--- src/rtl/rx_capture_ctrl.sv ---
// Pre/post-trigger capture controller in front of the rx sample BRAM. It writes samples into a circular buffer and replays the trigger window in order.
// The optional trig_ts timestamp output is enabled by defining RX_CAPTURE_TIMESTAMP_EN.
module rx_capture_ctrl #(
  parameter int ADDR_W   = 10,
  parameter int DATA_W   = 18,
  parameter int PRE_TRIG = 256
) (
  input  logic              clk,
  input  logic              rst_n,
  input  logic              start,
  input  logic              sample_valid,
  input  logic [DATA_W-1:0] sample_data,
  input  logic              trigger,
  output logic              bram_ena,
  output logic              bram_wea,
  output logic [ADDR_W-1:0] bram_addra,
  output logic [DATA_W-1:0] bram_dia,
  output logic              bram_enb,
  output logic [ADDR_W-1:0] bram_addrb,
  input  logic [DATA_W-1:0] bram_dob,
  output logic              out_valid,
  output logic [DATA_W-1:0] out_data,
  output logic              out_last,
  output logic              busy
`ifdef RX_CAPTURE_TIMESTAMP_EN
  ,
  output logic [31:0]       trig_ts
`endif
);

  localparam int DEPTH = 2 ** ADDR_W;
  localparam logic [ADDR_W:0] PRE_CNT  = (ADDR_W + 1)'(PRE_TRIG);
  localparam logic [ADDR_W:0] POST_CNT = (ADDR_W + 1)'(DEPTH - PRE_TRIG);

  typedef enum logic [2:0] {IDLE, FILL, ARMED, POST, READ} state_t;

  state_t              state_q;
  logic [ADDR_W-1:0]   wr_ptr_q, wr_ptr_d;
  logic [ADDR_W:0]     fill_cnt_q, post_cnt_q;
  logic [ADDR_W-1:0]   rd_cnt_q;
  logic                ena_q, wea_q, enb_q;
  logic [ADDR_W-1:0]   addra_q, addrb_q;
  logic [DATA_W-1:0]   dia_q, out_data_q;
  logic                dvld_q, dlast_q, out_valid_q, out_last_q;
  logic                enb_last;
`ifdef RX_CAPTURE_TIMESTAMP_EN
  logic [31:0]         ts_cnt_q, trig_ts_q;
`endif

  assign wr_ptr_d = wr_ptr_q + 1'b1;
  // The read issued this cycle is the final word of the window.
  assign enb_last = enb_q && (rd_cnt_q == {ADDR_W{1'b1}});

  always_ff @(posedge clk or negedge rst_n) begin
    if (!rst_n) begin
      state_q     <= IDLE;
      wr_ptr_q    <= '0;
      fill_cnt_q  <= '0;
      post_cnt_q  <= '0;
      rd_cnt_q    <= '0;
      ena_q       <= 1'b0;
      wea_q       <= 1'b0;
      addra_q     <= '0;
      dia_q       <= '0;
      enb_q       <= 1'b0;
      addrb_q     <= '0;
      dvld_q      <= 1'b0;
      dlast_q     <= 1'b0;
      out_valid_q <= 1'b0;
      out_data_q  <= '0;
      out_last_q  <= 1'b0;
`ifdef RX_CAPTURE_TIMESTAMP_EN
      ts_cnt_q    <= '0;
      trig_ts_q   <= '0;
`endif
    end else begin
      ena_q       <= 1'b0;
      wea_q       <= 1'b0;
      dvld_q      <= enb_q;
      dlast_q     <= enb_last;
      out_valid_q <= dvld_q;
      out_last_q  <= dlast_q;
      if (dvld_q) out_data_q <= bram_dob;
`ifdef RX_CAPTURE_TIMESTAMP_EN
      if (sample_valid) ts_cnt_q <= ts_cnt_q + 1'b1;
`endif
      // Every capturing state writes accepted samples the same way.
      if (sample_valid && (state_q == FILL || state_q == ARMED || state_q == POST)) begin
        ena_q    <= 1'b1;
        wea_q    <= 1'b1;
        addra_q  <= wr_ptr_q;
        dia_q    <= sample_data;
        wr_ptr_q <= wr_ptr_d;
      end
      case (state_q)
        IDLE: begin
          if (start) begin
            state_q    <= FILL;
            wr_ptr_q   <= '0;
            fill_cnt_q <= '0;
          end
        end
        FILL: begin
          if (sample_valid) begin
            fill_cnt_q <= fill_cnt_q + 1'b1;
            if ((fill_cnt_q + 1'b1) == PRE_CNT) state_q <= ARMED;
          end
        end
        ARMED: begin
          if (trigger) begin
`ifdef RX_CAPTURE_TIMESTAMP_EN
            trig_ts_q <= ts_cnt_q;
`endif
            if (sample_valid) begin
              post_cnt_q <= POST_CNT - 1'b1;
              if (POST_CNT == (ADDR_W + 1)'(1)) begin
                state_q  <= READ;
                enb_q    <= 1'b1;
                addrb_q  <= wr_ptr_d;
                rd_cnt_q <= '0;
              end else begin
                state_q <= POST;
              end
            end else begin
              post_cnt_q <= POST_CNT;
              state_q    <= POST;
            end
          end
        end
        POST: begin
          if (sample_valid) begin
            post_cnt_q <= post_cnt_q - 1'b1;
            if (post_cnt_q == (ADDR_W + 1)'(1)) begin
              state_q  <= READ;
              enb_q    <= 1'b1;
              addrb_q  <= wr_ptr_d;
              rd_cnt_q <= '0;
            end
          end
        end
        READ: begin
          if (enb_q) begin
            if (enb_last) begin
              enb_q <= 1'b0;
            end else begin
              addrb_q  <= addrb_q + 1'b1;
              rd_cnt_q <= rd_cnt_q + 1'b1;
            end
          end
          if (out_last_q) state_q <= IDLE;
        end
        default: state_q <= IDLE;
      endcase
    end
  end

  assign bram_ena   = ena_q;
  assign bram_wea   = wea_q;
  assign bram_addra = addra_q;
  assign bram_dia   = dia_q;
  assign bram_enb   = enb_q;
  assign bram_addrb = addrb_q;
  assign out_valid  = out_valid_q;
  assign out_data   = out_data_q;
  assign out_last   = out_last_q;
  assign busy       = (state_q != IDLE);
`ifdef RX_CAPTURE_TIMESTAMP_EN
  assign trig_ts    = trig_ts_q;
`endif

endmodule

--- config.mk ---
export PLATFORM = sky130hd
export DESIGN_NAME = rx_capture_ctrl
export DESIGN_NICKNAME = d
export VERILOG_FILES = /design/src/rtl/rx_capture_ctrl.sv
export SDC_FILE = /design/constraint.sdc
export NUM_CORES = 1
export LEC_CHECK = 0
export CAP_MARGIN = 0
export CELL_PAD_IN_SITES_DETAIL_PLACEMENT = 1
export CELL_PAD_IN_SITES_GLOBAL_PLACEMENT = 1
export CORE_ASPECT_RATIO = 1.25
export CORE_MARGIN = 2
export CORE_UTILIZATION = 35
export DETAILED_ROUTE_END_ITERATION = 10
export PLACE_DENSITY_LB_ADDON = 0.12
export SYNTH_ARGS = -nofsm -noshare
export SYNTH_HDL_FRONTEND = slang
export SYNTH_SLANG_ARGS = --single-unit
--- constraint.sdc ---
create_clock -name clk -period 2.55 [get_ports clk]
set_clock_uncertainty 0.1 [all_clocks]
set_input_delay 0.255 -clock clk [delete_from_list [all_inputs] [get_ports clk]]
set_output_delay 0.255 -clock clk [all_outputs]
set_load 0.02 [all_outputs]
Word level (Yosys, flattened, before mapping)

Cells that the tools add are included.

Input bits: 41
Output and inout port bits: 62
Register bits after elaboration: 107

Reduce and logical (&&, ||, !) cells: 14
Add/subtract/negate cells: 5
Equal/unequal tests: 16
Mux-type cells: 34

Operators with widths:

| cell                    | number |
|---|---|
| $mux W10                | 11 |
| $mux W11                | 4 |
| $pmux W11 S2            | 2 |
| $pmux W10 S2            | 2 |
| $add A10 B1 Y10 const B | 3 |
| $mux W3                 | 7 |
| $pmux W3 S5             | 1 |
| $ne A2 B2 Y1 const B    | 7 |
| $add A11 B1 Y11 const B | 1 |
| $eq A11 B1 Y1 const B   | 1 |
| $eq A11 B9 Y1 const B   | 1 |
| $sub A11 B1 Y11 const B | 1 |
| $eq A10 B10 Y1 const B  | 1 |
| $mux W9                 | 1 |
| $reduce_and A3 Y1       | 3 |
| $reduce_and A7 Y1       | 1 |
| $eq A3 B2 Y1 const B    | 2 |
| $reduce_bool A2 Y1      | 3 |
| $mux W1                 | 5 |
| $reduce_and A5 Y1       | 1 |
| $ne A2 B1 Y1 const B    | 2 |
| $eq A3 B1 Y1 const B    | 1 |
| $eq A3 B3 Y1 const B    | 1 |
| $logic_not A3 Y1        | 1 |
| other kinds (4)         | 6 |

Logic depth before layout (Yosys ltp)

Word-level depth: 7
Mapped depth: 8
Depth with buffers taken out: 7

Worst setup path before layout

Ideal clock, no wire load.

Path type: flip-flop to flip-flop
Start: register post_cnt_q[1]
End: register rd_cnt_q[0]
Path buffers: 1
Clock period less this slack: 1.875 ns
Stages on the path, launching flop included: 8
Setup slack: 0.675 ns
Data required time: 2.307 ns
Data arrival time: 1.632 ns
Path through: dfrtp_1 inv_1 ha_1 nor4b_1 nand3_1 o31ai_2 buf_2 mux2i_1

Longest elaborated chain between the ends: 3

Ends and longest elaborated chain:

| item                        | line | source |
|---|---|---|
| start, declared             | 39   | `logic [ADDR_W:0] fill_cnt_q, post_cnt_q;` |
| start signal, assigned      | 115  | `post_cnt_q <= POST_CNT - 1'b1;` |
| start signal, assigned      | 132  | `post_cnt_q <= post_cnt_q - 1'b1;` |
| $eq A11 B1 Y1               | 133  | `if (post_cnt_q == (ADDR_W + 1)'(1)) begin` |
| $ne A2 B1 Y1 (no line)      | -    |  |
| $reduce_and A5 Y1 (no line) | -    |  |
| end signal, assigned        | 147  | `rd_cnt_q <= rd_cnt_q + 1'b1;` |
| end, declared               | 40   | `logic [ADDR_W-1:0] rd_cnt_q;` |

No other way between the ends.
A chain may end at the register's enable or synchronous reset.

Worst setup path in the final report

Start: register post_cnt_q[1]
End: register addrb_q[5], in the netlist bram_addrb[5]

Longest elaborated chain between the ends: 3

Ends and longest elaborated chain:

| item                        | line | source |
|---|---|---|
| $eq A11 B1 Y1               | 133  |  |
| $ne A2 B1 Y1 (no line)      | -    |  |
| $reduce_and A5 Y1 (no line) | -    |  |
| end signal, assigned        | 119  | `addrb_q <= wr_ptr_d;` |
| end signal, assigned        | 136  | `addrb_q <= wr_ptr_d;` |
| end signal, assigned        | 146  | `addrb_q <= addrb_q + 1'b1;` |
| end, declared               | 42   | `logic [ADDR_W-1:0] addra_q, addrb_q;` |

No other way between the ends.

==> results.json <==
{
  "antenna_cells": 0,
  "required_ps": 2690,
  "synth_cell_types": 56,
  "ff2ff_path_depth": 8,
  "cpMaxStageDelayCell": "dfrtp_1",
  "crit_fanout": 22,
  "grt_antenna_before_repair": 0,
  "ant_nets": 0,
  "leakage_nw": 2.73,
  "worst_pin_slew_ps": 770,
  "mappedNetlistNets": 530,
  "wirelength_um": 12900,
  "cts_max_level": 3,
  "crit_path_cell_trace": "inv_1 > ha_1 > nor4b_1 > nand3_1 > o31ai_2 > buf_12 > o21ai_0 > a22o_1",
  "worst-path-buf-inv": 2,
  "synth_top_area_share": 0.520,
  "hpwlAfterDp_um": 9240,
  "ys_ff_latch": 107,
  "grt_first_pass_wirelength_um": 22200,
  "max_freq_mhz": 437,
  "die-area_um2": 15700,
  "fin_crit_ps": 2290,
  "post-cts-setup-buffers": 0,
  "postSynth.asyncResetShare": 1.00,
  "track_usage": 0.174,
  "total_power_mw": 4.81,
  "gp_congestion": 0.812,
  "core_area_um2": 14400,
  "outcome": "finished clean",
  "synth.largest_area_cell": "dfrtp_1",
  "r2r_end": "bram_addrb[5]$_DFFE_PN0P_",
  "vias": 4033,
  "power_density_nw_per_um2": 714,
  "holdWs_ps": 305,
  "viasPerCell": 5.28,
  "nNetsFinal": 628,
  "startpoint_type": "flop",
  "holdPathEnd": "out_last$_DFF_PN0_",
  "hold_depth": 0,
  "yosys_warnings": 0,
  "crit_family": "compound AO/OA/AOI/OAI gates",
  "synth.most_common_cell": "dfrtp_1",
  "n_fill_cell": 1560,
  "hold_viol_final": 0,
  "syn_area_um2": 5150,
  "yosysSeqAreaShare": 0.520,
  "firstDrtPassIters": 5,
  "rsz0062_at_grt": "no",
  "io_buffers": 102,
  "avgSynthCellArea_um2": 10.7,
  "numCtsBuffers": 9,
  "overflow": 0,
  "synthTopCellsByArea": "dfrtp_1 52%, mux2_2 10%, nand2_1 3.0%",
  "path_clk_slew_ps": 70,
  "hp-class": "reg2reg",
  "start_util": 0.357,
  "crit_type": "reg2reg",
  "slowest_delay_ps": 410,
  "slew_viol_final": 0,
  "die_x_um": 112,
  "end_kind": "flop",
  "wl_per_cell_um": 16.9,
  "maxCapViolations": 0,
  "syn_to_final_growth_pct": 30.9,
  "cts_num_sinks": 107,
  "post_cts_resize_count": 0,
  "postSynthCellCount": 483,
  "ios": 103,
  "synth.top_cells.by_count": "107 x dfrtp_1, 47 x mux2_2, 41 x nand2_1, 41 x nor2_1, 29 x o21ai_0",
  "remaining_drc_errors": 0,
  "cts_hold_buf": 1,
  "fin_crit_sh": 0.897,
  "r2r_start": "post_cnt_q[1]$_DFFE_PN0P_",
  "relSlewSlack": 0.486,
  "hp-start": "dlast_q$_DFF_PN0_",
  "row_count": 49,
  "cts-root-buf": "clkbuf_16",
  "synth-edff-count": 0,
  "clockBufferDepth": 2,
  "drive_gt1_frac": 0.147,
  "arrival_ps": 2420,
  "tns_ps": 0,
  "ys.flop_type": "dfrtp_1",
  "grt_max_degree": 53,
  "ir_drop_uv": 430,
  "rrSetupSlack_ps": 260,
  "cts_tree": "done",
  "setup_viol": 0,
  "drt_iter0_drc": 104,
  "die_height_um": 140,
  "grt_pass1_vias": 4412,
  "worstSkewPairLatency_ps": 350
}
## worst register-to-register path, cell delays in order, from the launching register on
cell and delay (ps):
dfrtp_1 410, inv_1 100, ha_1 140, nor4b_1 390
nand3_1 190, o31ai_2 360, buf_12 200, o21ai_0 100
a22o_1 190
## state kept, by name (all words and copies together), names as in the netlist
name,cells
out_data,18
bram_wea,1
bram_dia,18
state_q,3
bram_addrb,10
out_last,1
bram_addra,10
bram_enb,1
out_valid,1
post_cnt_q,11
rd_cnt_q,10
fill_cnt_q,11
dvld_q,1
dlast_q,1
wr_ptr_q,10
## power by group
group          switching (mW)  internal, mW  leakage, nW  total (mW)
clock                   0.653         0.900        0.165        1.55
combinational           0.512         0.549         1.25        1.06
sequential              0.265          1.93         1.31        2.20
total                    1.43          3.38         2.73        4.81
## stage by stage
step                      cells  area, um2   util  worst slack, ps
after floorplan             483       5150      -              675
after global placement      747       6390  0.444              183
after detailed placement    747       6390  0.444              138
after CTS                   764       6740  0.468              230
after global routing        764       6740  0.468             33.7
final                       764       6740  0.468              262
## per-layer routing
metal / global-route usage / share of wire / up-vias
met2: 0.310 / 0.53 / 49
met3: 0.0357 / 0.029 / 12
met4: 0.0494 / 0.012 / 0
met1: 0.214 / 0.43 / 2040
met5: 0 / 0 / -
li1: - / - / 1932
## final cells by class
cell class,count,area [um2],share of cell area
sequential,107,2680,0.397
multi-input combinational,341,2320,0.345
timing repair buffer,114,1150,0.170
clock buffer,10,239,0.0355
tap,178,223,0.0330
clock inverter,6,97.6,0.0145
inverter,8,30.0,0.00446
## kinds of logic after synthesis
family | after synthesis | share of synthesized area
AO/OA/AOI/OAI | 100 | 0.126
buffers and inverters | 35 | 0.0306
flip-flops | 107 | 0.520
XOR/XNOR | 24 | 0.0408
adder cells (fa/ha/maj) | 6 | 0.0146
AND/OR/NAND/NOR | 159 | 0.155
multiplexers | 52 | 0.113
## worst max-delay path by stage
stage | from | end | slack [ps] | depth (start not counted)
detailed placement | sample_valid | bram_addrb[5]$_DFFE_PN0P_ | 140 | 7
CTS | post_cnt_q[1]$_DFFE_PN0P_ | bram_addrb[5]$_DFFE_PN0P_ | 230 | 8
global route | post_cnt_q[1]$_DFFE_PN0P_ | bram_addrb[5]$_DFFE_PN0P_ | 30 | 8
global placement | sample_valid | bram_addrb[5]$_DFFE_PN0P_ | 180 | 7
floorplan | post_cnt_q[1]$_DFFE_PN0P_ | rd_cnt_q[0]$_DFFE_PN0P_ | 680 | 7
finish | post_cnt_q[1]$_DFFE_PN0P_ | bram_addrb[5]$_DFFE_PN0P_ | 260 | 8
## placed cells by master (no fill, tap or decap), types with 2 or more instances in the layout
cell type	Yosys	final
o21ai_1	2	2
o21bai_1	2	2
a211oi_1	2	2
nand4_1	13	13
or3_1	4	4
o31a_1	3	3
o22ai_1	3	3
a21oi_1	26	26
a21o_1	3	3
clkbuf_16	0	9
bufinv_16	0	2
buf_4	2	9
xor2_1	13	13
xnor2_1	11	11
and2_1	3	3
clkinv_4	0	3
nor3b_1	2	2
and3_1	6	6
nand3_1	18	18
nor4_1	2	2
ha_1	6	6
buf_12	0	3
a31oi_1	9	9
o31ai_1	3	3
o21ai_0	29	29
nor3_1	13	13
a22o_1	2	2
dfrtp_1	107	107
and4_1	3	3
mux2_2	47	47
clkdlybuf4s50_1	0	101
inv_1	7	7
mux2i_1	5	5
o22a_1	5	5
nor2_1	41	41
nand2_1	41	41
nand2b_1	2	2
(Power assumes the default switching activity.)
